--- src/rtl/ms6p_reset_sequencer_if.sv ---
// Board-side signal bundle for ms6p_reset_sequencer.
// The master drives the reset sources; the slave (the sequencer) returns resets and status.
interface ms6p_reset_sequencer_if;
    logic       pll_locked;
    logic       button_n;
    logic       soft_reset_req;
    logic       wdt_kick;
    logic       sdram_reset;
    logic       system_reset;
    logic       soc_resetN;
    logic [2:0] state;
    logic [1:0] last_cause;

    modport master (
        output pll_locked, button_n, soft_reset_req, wdt_kick,
        input  sdram_reset, system_reset, soc_resetN, state, last_cause
    );

    modport slave (
        input  pll_locked, button_n, soft_reset_req, wdt_kick,
        output sdram_reset, system_reset, soc_resetN, state, last_cause
    );
endinterface

--- src/rtl/ms6p_reset_sequencer.sv ---
// Reset sequencer: PLL lock / debounced button / soft request / optional watchdog -> staged SDRAM and system resets.
// Optional watchdog is built only when MS6P_RESET_WATCHDOG_EN is defined.
module ms6p_reset_sequencer #(
    parameter logic [15:0] LOCK_STABLE_CYCLES = 16'd1024,
    parameter logic [15:0] SDRAM_HOLD_CYCLES  = 16'd5000,
    parameter logic [15:0] SYS_DELAY_CYCLES   = 16'd256,
    parameter logic [19:0] DEBOUNCE_CYCLES    = 20'd65536,
    parameter logic [23:0] WDT_CYCLES         = 24'd16777215
) (
    input  logic                          clk,
    input  logic                          reset,
    ms6p_reset_sequencer_if.slave         bus
);

    typedef enum logic [2:0] {
        WAIT_LOCK  = 3'd0,
        SDRAM_HOLD = 3'd1,
        SYS_HOLD   = 3'd2,
        RUN        = 3'd3
    } state_t;

    localparam logic [23:0] LOCK_LAST  = 24'(LOCK_STABLE_CYCLES) - 24'd1;
    localparam logic [23:0] SDRAM_LAST = 24'(SDRAM_HOLD_CYCLES) - 24'd1;
    localparam logic [23:0] SYS_LAST   = 24'(SYS_DELAY_CYCLES) - 24'd1;
    localparam logic [19:0] DEB_LAST   = DEBOUNCE_CYCLES - 20'd1;

    state_t      state_q, state_next;
    logic [1:0]  cause_q, cause_next;
    logic [23:0] cnt_q, cnt_next;
    logic        sdram_q, system_q;

    logic        lock_s1, lock_s;
    logic        btn_s1, btn_s;
    logic [19:0] db_cnt_q;
    logic        btn_pressed;
    logic        db_flip;
    logic        press_evt;
    logic        wdt_expired;

    always_ff @(posedge clk) begin
        if (reset) begin
            lock_s1 <= 1'b0;
            lock_s  <= 1'b0;
            btn_s1  <= 1'b1;
            btn_s   <= 1'b1;
        end else begin
            lock_s1 <= bus.pll_locked;
            lock_s  <= lock_s1;
            btn_s1  <= bus.button_n;
            btn_s   <= btn_s1;
        end
    end

    // btn_s is active-low and btn_pressed active-high, so equality means the raw level disagrees
    assign db_flip   = (btn_s == btn_pressed) && (db_cnt_q == DEB_LAST);
    assign press_evt = db_flip && !btn_pressed;

    always_ff @(posedge clk) begin
        if (reset) begin
            db_cnt_q    <= '0;
            btn_pressed <= 1'b0;
        end else if (btn_s != btn_pressed) begin
            db_cnt_q <= '0;
        end else if (db_flip) begin
            db_cnt_q    <= '0;
            btn_pressed <= ~btn_pressed;
        end else begin
            db_cnt_q <= db_cnt_q + 20'd1;
        end
    end

`ifdef MS6P_RESET_WATCHDOG_EN
    localparam logic [23:0] WDT_LAST = WDT_CYCLES - 24'd1;
    logic [23:0] wdt_q;

    always_ff @(posedge clk) begin
        if (reset || state_q != RUN || bus.wdt_kick) begin
            wdt_q <= '0;
        end else begin
            wdt_q <= wdt_q + 24'd1;
        end
    end

    assign wdt_expired = (state_q == RUN) && (wdt_q == WDT_LAST);
`else
    localparam logic [23:0] UNUSED_WDT_CYCLES = WDT_CYCLES;
    logic unused_wdt_kick;
    assign unused_wdt_kick = bus.wdt_kick;
    assign wdt_expired     = 1'b0;
`endif

    always_ff @(posedge clk) begin
        if (reset) begin
            state_q  <= WAIT_LOCK;
            cause_q  <= 2'd0;
            cnt_q    <= '0;
            sdram_q  <= 1'b1;
            system_q <= 1'b1;
        end else begin
            state_q  <= state_next;
            cause_q  <= cause_next;
            cnt_q    <= cnt_next;
            sdram_q  <= (state_next == WAIT_LOCK) || (state_next == SDRAM_HOLD);
            system_q <= (state_next != RUN);
        end
    end

    // Event priority: lock loss > button > watchdog > soft request
    always_comb begin
        logic restart;
        state_next = state_q;
        cause_next = cause_q;
        cnt_next   = cnt_q + 24'd1;
        restart    = 1'b0;

        if (!lock_s && state_q != WAIT_LOCK) begin
            state_next = WAIT_LOCK;
            cause_next = 2'd0;
        end else if (press_evt) begin
            state_next = WAIT_LOCK;
            cause_next = 2'd1;
            restart    = 1'b1;
        end else if (wdt_expired) begin
            state_next = SYS_HOLD;
            cause_next = 2'd3;
        end else begin
            case (state_q)
                WAIT_LOCK:  if (lock_s && cnt_q == LOCK_LAST && !btn_pressed) state_next = SDRAM_HOLD;
                SDRAM_HOLD: if (cnt_q == SDRAM_LAST) state_next = SYS_HOLD;
                SYS_HOLD:   if (cnt_q == SYS_LAST) state_next = RUN;
                RUN: begin
                    if (bus.soft_reset_req) begin
                        state_next = SYS_HOLD;
                        cause_next = 2'd2;
                    end
                end
                default:    state_next = WAIT_LOCK;
            endcase
        end

        // Shared counter restarts on every state entry and idles while lock or button blocks progress
        if (restart || state_next != state_q) begin
            cnt_next = '0;
        end else if (state_q == WAIT_LOCK && (!lock_s || btn_pressed)) begin
            cnt_next = '0;
        end else if (state_q == RUN) begin
            cnt_next = '0;
        end
    end

    assign bus.sdram_reset  = sdram_q;
    assign bus.system_reset = system_q;
    assign bus.soc_resetN   = ~system_q;
    assign bus.state        = state_q;
    assign bus.last_cause   = cause_q;

endmodule

--- src/flat_wrapper.sv ---
// flat-port wrapper written by rule: the top's interface ports become plain ports
module ms6p_reset_sequencer_flat 
#(
    parameter logic [15:0] LOCK_STABLE_CYCLES = 16'd1024,
    parameter logic [15:0] SDRAM_HOLD_CYCLES  = 16'd5000,
    parameter logic [15:0] SYS_DELAY_CYCLES   = 16'd256,
    parameter logic [19:0] DEBOUNCE_CYCLES    = 20'd65536,
    parameter logic [23:0] WDT_CYCLES         = 24'd16777215
)
  (clk, reset, bus_pll_locked, bus_button_n, bus_soft_reset_req, bus_wdt_kick, bus_sdram_reset, bus_system_reset, bus_soc_resetN, bus_state, bus_last_cause);
  ms6p_reset_sequencer_if bus_i ();
  input  logic clk;
  input  logic reset;
  input wire logic [$bits(bus_i.pll_locked)-1:0] bus_pll_locked;
  input wire logic [$bits(bus_i.button_n)-1:0] bus_button_n;
  input wire logic [$bits(bus_i.soft_reset_req)-1:0] bus_soft_reset_req;
  input wire logic [$bits(bus_i.wdt_kick)-1:0] bus_wdt_kick;
  output wire logic [$bits(bus_i.sdram_reset)-1:0] bus_sdram_reset;
  output wire logic [$bits(bus_i.system_reset)-1:0] bus_system_reset;
  output wire logic [$bits(bus_i.soc_resetN)-1:0] bus_soc_resetN;
  output wire logic [$bits(bus_i.state)-1:0] bus_state;
  output wire logic [$bits(bus_i.last_cause)-1:0] bus_last_cause;
  assign bus_i.pll_locked = bus_pll_locked;
  assign bus_i.button_n = bus_button_n;
  assign bus_i.soft_reset_req = bus_soft_reset_req;
  assign bus_i.wdt_kick = bus_wdt_kick;
  assign bus_sdram_reset = bus_i.sdram_reset;
  assign bus_system_reset = bus_i.system_reset;
  assign bus_soc_resetN = bus_i.soc_resetN;
  assign bus_state = bus_i.state;
  assign bus_last_cause = bus_i.last_cause;
  ms6p_reset_sequencer #(.LOCK_STABLE_CYCLES(LOCK_STABLE_CYCLES), .SDRAM_HOLD_CYCLES(SDRAM_HOLD_CYCLES), .SYS_DELAY_CYCLES(SYS_DELAY_CYCLES), .DEBOUNCE_CYCLES(DEBOUNCE_CYCLES), .WDT_CYCLES(WDT_CYCLES)) u_core (.clk(clk), .reset(reset), .bus(bus_i));
endmodule
--- config.mk ---
export PLATFORM = sky130hd
export DESIGN_NAME = ms6p_reset_sequencer_flat
export DESIGN_NICKNAME = d
export VERILOG_FILES = /design/src/rtl/ms6p_reset_sequencer_if.sv /design/src/rtl/ms6p_reset_sequencer.sv /design/src/flat_wrapper.sv
export SDC_FILE = /design/constraint.sdc
export NUM_CORES = 1
export LEC_CHECK = 0
export ABC_AREA = 1
export BUFFER_PORTS_ARGS = -buffer_cell sky130_fd_sc_hd__buf_2
export CAP_MARGIN = 20
export CELL_PAD_IN_SITES_DETAIL_PLACEMENT = 0
export CELL_PAD_IN_SITES_GLOBAL_PLACEMENT = 1
export CORE_UTILIZATION = 44
export CTS_BUF_LIST = sky130_fd_sc_hd__clkbuf_16
export CTS_CLUSTER_SIZE = 28
export DETAILED_ROUTE_END_ITERATION = 8
export GPL_TIMING_DRIVEN = 0
export PLACE_DENSITY_LB_ADDON = 0.25
export SYNTH_ARGS = -nofsm -noshare
export SYNTH_HDL_FRONTEND = slang
export SYNTH_SLANG_ARGS = --single-unit
--- constraint.sdc ---
create_clock -name clk -period 2.63 [get_ports clk]
set_clock_uncertainty 0.15 [all_clocks]
set_input_delay 0.1315 -clock clk [delete_from_list [all_inputs] [get_ports clk]]
set_output_delay 0.1315 -clock clk [all_outputs]
set_load 0.01 [all_outputs]
==> flow_summary.ini, run 1 <==
[status]
outcome = completed

[route]
drt_iter0_markers = 75
routed_wl_um = 5020
vias_per_cell = 4.84
drc_errors = 0
vias = 2246
drtPass1Iterations = 4
antenna_left = 0
post_drt_wl_per_cell_um = 10.8

[clocking]
clk_path_buf_depth = 2
cts.sinks = 56
post_cts_buffers = 0
htreeDepth = 2
clkLatencyLatePin_ns = 0.29
cts_buffers = 5
cts_tree = built
root_buffer = clkbuf_16
clk_pin_slew_ns = 0.07

[sta]
min_period_ns = 2.20
layout_worst_path_cycle_share = 0.835
tightest_slew_ns = 0.506
timing.fmax_mhz = 455
timing.setup.tns_ns = 0
setup-violations-final = 0
slew_violations = 0
hold_viol_final = 0
slew_headroom = 0.659
rsz0062_at_grt = false

[setup_path]
crit_chain = ha_1 -> nand2_1 -> nor2_4 -> nand3_1 -> nor2_1 -> nand4_1 -> nor2_1 -> nor2_1 -> nand2_1 -> nor2_2 -> nand2_2 -> buf_6 -> nor2_2
path_common_cell = nor2_1
ff2ff_path_depth = 13
cp_slowest_stage_delay_ns = 0.35
required_ns = 2.66
startpoint_type = register
crit_buf_inv = 1
cpMaxStageDelayCell = dfxtp_1
crit_family = simple AND/OR/NAND/NOR gates
r2r-end = u_core.cnt_q[13]$_SDFF_PP0_
crit_fanout = 10
end_kind = register
arrival_ns = 2.23
path_class = reg -> reg
r2r_start = u_core.db_cnt_q[0]$_SDFF_PP0_
r2r_setup_slack_ns = 0.43

[synth]
synth_area_um2 = 2720
syn-num-nets = 375
synth_cell_types = 30
synth_cells = 367
ys_seq_area_frac = 0.412
syn_avg_cell_area_um2 = 7.41
ys_ff_latch = 56
yosys_warnings = 0

[pwr]
p_leak_nw = 1.13
power_density_nw_per_um2 = 534
peakVddDrop_mv = 0.316
power_w = 0.00164

[global_routing]
grt_usage = 0.174
antenna_found_initial = 0
grt_pass1_vias = 2052
gr-total-overflow = 0
grt_pass1_wl_um = 8750
grt_start_max_net_pins = 18

[die]
die_area_um2 = 6500
fp.dieH_um = 80.6
start_util = 0.457
die_x_um = 80.6
coreArea_um2 = 5960
rows = 28
ios = 14

[layout]
multiInputGateArea_um2 = 1380
final_util = 0.515
fin_nets = 396
seq_area_um2 = 1120
diodes = 0
fill_cells = 620
area_delta_synth_final_pct = 12.7
drive_above_1_share = 0.139

[run]
maxCapViolCount = 0

[min_path]
hold_class = in -> reg
hp-start = reset
min_path_cells = 2
hold_end = u_core.lock_s1$_SDFF_PP0_

[placed_design]
portBuffers = 11
post-dp-hpwl_um = 3740
gp_congestion = 0.776
[logic make-up after synthesis]
group	after synthesis	synth area share
fa+ha+maj	2	0.00920
simple gates	209	0.367
flops	56	0.412
compound gates	13	0.0267
other cells	1	0.00138
xor+xnor	32	0.103
buf+inv	54	0.0805
[cells in the final DEF (no fill, tap or decap)]
cell type and count:
a211oi_1 1, nand3_1 18, nor2_2 22, and3_1 1, clkbuf_16 5, o31ai_1 1, buf_2 12, nand2_2 2
conb_1 1, inv_1 49, nor3b_1 4, dlygate4sd3_1 3, nand2_1 61, and2_1 1, nor4_1 4, o21ai_0 2
a21oi_1 8, nand3b_1 1, xnor2_1 12, nand4_4 1, dfxtp_1 56, clkbuf_1 2, a21boi_0 1, nor2_1 62
bufinv_16 1, or2_2 4, ha_1 2, nor3_1 12, xor2_1 20, nor3_2 1, buf_6 2, nand4_1 13
clkinvlp_4 1, clkinv_2 1, nor2_4 2
[registers in the layout (all words and copies together), names as in the netlist]
name	count
u_core.lock_s	1
u_core.bus.last_cause	2
u_core.btn_s	1
u_core.lock_s1	1
u_core.btn_pressed	1
u_core.db_cnt_q	20
u_core.cnt_q	24
u_core.bus.sdram_reset	1
u_core.bus.system_reset	1
u_core.bus.state	3
u_core.btn_s1	1
[Yosys cell counts]
master     n  area, um^2
a21oi_1    8        40.0
nor3b_1    4        30.0
conb_1     1        3.75
nand3_1   18        90.1
nor2_4     2        22.5
nor2_2    22         138
nor3_1    12        60.1
nand4_4    1        21.3
or2_2      4        25.0
and3_1     1        6.26
inv_1     49         184
clkbuf_1   2        7.51
nand4_1   13        81.3
buf_2      1        5.00
a21boi_0   1        7.51
buf_6      2        22.5
nor4_1     4        25.0
nand3b_1   1        7.51
dfxtp_1   56        1120
nor2_1    62         233
ha_1       2        25.0
xnor2_1   12         105
o31ai_1    1        7.51
nand2_1   61         229
and2_1     1        6.26
xor2_1    20         175
o21ai_0    2        10.0
nor3_2     1        10.0
a211oi_1   1        7.51
nand2_2    2        12.5
[worst max path at each step]
stage	start	endpoint	slack, ns	cells past startpoint
6_report	u_core.db_cnt_q[0]$_SDFF_PP0_	u_core.cnt_q[13]$_SDFF_PP0_	0.43	13
3_3_place_gp	u_core.cnt_q[0]$_SDFF_PP0_	u_core.cnt_q[10]$_SDFF_PP0_	0.46	12
3_5_place_dp	u_core.db_cnt_q[0]$_SDFF_PP0_	u_core.cnt_q[16]$_SDFF_PP0_	0.46	13
2_1_floorplan	u_core.db_cnt_q[0]$_SDFF_PP0_	u_core.cnt_q[10]$_SDFF_PP0_	0.74	13
5_1_grt	u_core.db_cnt_q[0]$_SDFF_PP0_	u_core.cnt_q[14]$_SDFF_PP0_	0.26	13
4_1_cts	u_core.db_cnt_q[0]$_SDFF_PP0_	u_core.cnt_q[13]$_SDFF_PP0_	0.43	13
[layer usage]
| metal | routed length (um) | track usage | up-vias |
|---|---|---|---|
| met4 | 70 | 0.0536 | 0 |
| met3 | 180 | 0.0341 | 4 |
| li1 | - | - | 1183 |
| met2 | 2200 | 0.288 | 40 |
| met5 | 0 | 0 | - |
| met1 | 2570 | 0.226 | 1019 |
[layout make-up]
| class | instances | area share |
|---|---|---|
| Sequential cell | 56 | 0.366 |
| Tap cell | 75 | 0.0306 |
| Multi-Input combinational cell | 257 | 0.450 |
| Timing Repair Buffer | 14 | 0.0278 |
| Inverter | 49 | 0.0600 |
| Buffer | 5 | 0.0114 |
| Clock inverter | 3 | 0.0139 |
| Clock buffer | 5 | 0.0408 |
[where the power goes]
group / total [W] / internal [W] / switching (W)
registers: 0.000855 / 0.000852 / 0.00000283
clock network: 0.000743 / 0.000448 / 0.000296
logic: 0.0000387 / 0.0000145 / 0.0000242
total: 0.00164 / 0.00131 / 0.000323
[per-stage QoR]
step	setup WS, ns	instances	instance area, um^2	hold slack, ns
4_1_cts	0.429	464	3070	0.0520
6_report	0.433	464	3070	0.0398
5_1_grt	0.257	464	3070	0.0659
3_5_place_dp	0.455	453	2870	0.172
2_1_floorplan	0.741	367	2720	0.0853
3_3_place_gp	0.461	453	2870	0.167
[what timing repair did]
item | 4_1_cts | 5_1_grt
hold buffers | 3 | 0
gates resized for setup | 0 | 0
hold endpoints to repair | 3 | 0
Power figures use the tool's default switching activity.
==> run 2, diff against run 1 <==
- ABC_AREA: 1 -> 0
- CORE_UTILIZATION: 44 -> 47
- clock period: 2.63 -> 2.25 ns (I/O delays scaled with it)
==> run 2 against run 1 <==
Worst setup slack worse by 0.27 ns. Utilization is 6.3 points higher. Via count is 10% lower. First-iteration DRC count is 23% lower. Largest power group unchanged. Final cell count is 19% lower. Largest cell class unchanged.
==> flow_summary.ini, run 2 <==
[die]
die_x_um = 76.0
coreArea_um2 = 5200
ios = 14
rows = 26
start_util = 0.495
die_area_um2 = 5780
fp.dieH_um = 76.0

[setup_path]
required_ns = 2.27
crit_fanout = 10
startpoint_type = register
arrival_ns = 2.11
r2r_setup_slack_ns = 0.16
path_class = reg -> reg
end_kind = register

[layout]
largest-register = u_core.cnt_q
largest_reg_flops = 24
layout_commonest_cell = dfxtp_1
final_util = 0.578
drive_above_1_share = 0.203
layout_common_cells = dfxtp_1 (55), nor2_1 (30), xor2_1 (26)
diodes = 0
design_area_um2 = 3010
fill_cells = 486
fin_nets = 312
area_delta_synth_final_pct = 16.8

[placed_design]
post-dp-hpwl_um = 3410
place_area_um2 = 2720
portBuffers = 12
gp_congestion = 0.790

[route]
antenna_left = 0
vias_per_cell = 5.38
drt_iter0_markers = 58
post_drt_wl_per_cell_um = 13.4
routed_wl_um = 5010
vias = 2019
drc_errors = 0
drtPass1Iterations = 4

[synth]
synth_common_cells = dfxtp_1 (56), nor2_1 (31), xor2_1 (26)
yosys_warnings = 0
syn_avg_cell_area_um2 = 9.33
yosys.area.top_type_share = 0.435
ys.flop_type = dfxtp_1
ys_seq_area_frac = 0.435
synth_edf_count = 0
yosys.area.top_type = dfxtp_1
synth_area_um2 = 2580
yosysMostFrequentCell = dfxtp_1
synth_cell_types = 45
synth_cells = 276
ys_ff_latch = 56
async_flop_share = 0
syn-num-nets = 284
synth_area_leaders = dfxtp_1 (44%), xor2_1 (8.8%), xnor2_1 (5.1%)

[sta]
slew_violations = 0
tightest_slew_ns = 0.692
slew_headroom = 0.535
min_period_ns = 2.09
rsz0062_at_grt = false
setup-violations-final = 0
timing.fmax_mhz = 478
layout_worst_path_cycle_share = 0.929
hold_viol_final = 0

[clocking]
cts_tree = built
clkLatencyLatePin_ns = 0.29
cts_buffers = 5
cts.sinks = 56
htreeDepth = 2
clk_pin_slew_ns = 0.07
root_buffer = clkbuf_16
clk_path_buf_depth = 2

[pwr]
power_density_nw_per_um2 = 590
peakVddDrop_mv = 0.314
p_leak_nw = 0.979

[global_routing]
grt_pass1_wl_um = 8810
gr-total-overflow = 0
grt_pass1_vias = 1893
grt_start_max_net_pins = 17
antenna_found_initial = 0
grt_usage = 0.189

[run]
maxCapViolCount = 0

[min_path]
hold_class = reg -> reg

[status]
outcome = completed
==> run 2: cell types whose count changed after synthesis, moves of 5 or more <==
cell,delta
nand2_1,-47
inv_1,-40
nor2_1,-31
and4_1,+6
nor2_2,-21
nor3_2,+10
and3_1,+5
a21oi_1,-6
xor2_1,+6
nor4_1,+9
==> run 2: cells by family after synthesis <==
group | synth area share
AOI/OAI and AO/OA | 0.0486
xor gates and xnor gates | 0.139
adders and majority gates | 0.00971
DFF | 0.435
and+or+nand+nor | 0.331
buffers and inverters | 0.0345
other | 0.00146
==> run 2: per-stage QoR <==
step | power, W | setup WS (ns) | TNS, ns | hold WS, ns | instances
2_1_floorplan | 0.00104 | 0.244 | 0 | 0.0341 | 276
3_3_place_gp | 0.00105 | -0.132 | -1.98 | 0.146 | 358
5_1_grt | 0.00185 | 0.00824 | 0 | 0.282 | 375
3_5_place_dp | 0.00105 | -0.156 | -2.41 | 0.153 | 358
6_report | 0.00178 | 0.159 | 0 | 0.271 | 375
4_1_cts | 0.00180 | 0.00662 | 0 | 0.264 | 375
==> run 2: final timing paths <==
check | start | to | cells past startpoint
hold reg to reg | u_core.btn_s1$_SDFF_PP1_ | u_core.btn_s$_SDFF_PP1_ | 1
hold / removal | u_core.btn_s1$_SDFF_PP1_ | u_core.btn_s$_SDFF_PP1_ | 1
setup / recovery | u_core.cnt_q[5]$_SDFF_PP0_ | u_core.cnt_q[10]$_SDFF_PP0_ | 6
setup reg to reg | u_core.cnt_q[5]$_SDFF_PP0_ | u_core.cnt_q[10]$_SDFF_PP0_ | 6
==> run 2: layout make-up <==
type                            instances  area, um^2  share of cell area
Buffer                                  9        58.8              0.0195
Clock buffer                            5         125              0.0416
Clock inverter                          3        13.8             0.00457
Inverter                                9        33.8              0.0112
Multi-Input combinational cell        201        1420               0.471
Sequential cell                        56        1120               0.373
Tap cell                               70        87.6              0.0291
Timing Repair Buffer                   22         150              0.0499
==> run 2: critical path, cell delays in order (launching register included) <==
cell and delay, ns:
dfxtp_1 0.36, or4b_1 0.57, nor3_2 0.17, a31o_2 0.19, o21a_2 0.18, buf_2 0.27, nor3_1 0.09
==> run 2: per-layer routing <==
layer  vias to the layer above  wire, um  share of wire  GRT usage
met2                        20      2270           0.45      0.299
li1                       1041         -              -          -
met4                         0        41         0.0082     0.0635
met5                         -         0              0          0
met3                         4       145          0.029     0.0359
met1                       954      2550           0.51      0.258
==> run 2: power breakdown <==
part           internal (W)  switching (W)
Combinational     0.0000198      0.0000208
Clock              0.000405       0.000330
Sequential         0.000996     0.00000428
Total               0.00142       0.000356
==> run 2: what timing repair did <==
| item | CTS | global route |
|---|---|---|
| setup buffers | 3 | 1 |
| endpoints found under the setup margin | 30 | 33 |
| cloned | 0 | 0 |
| pin swaps | 3 | 2 |
| hold endpoints to repair | 6 | 0 |
| gates resized for setup | 5 | 10 |
| hold buffers | 6 | 0 |
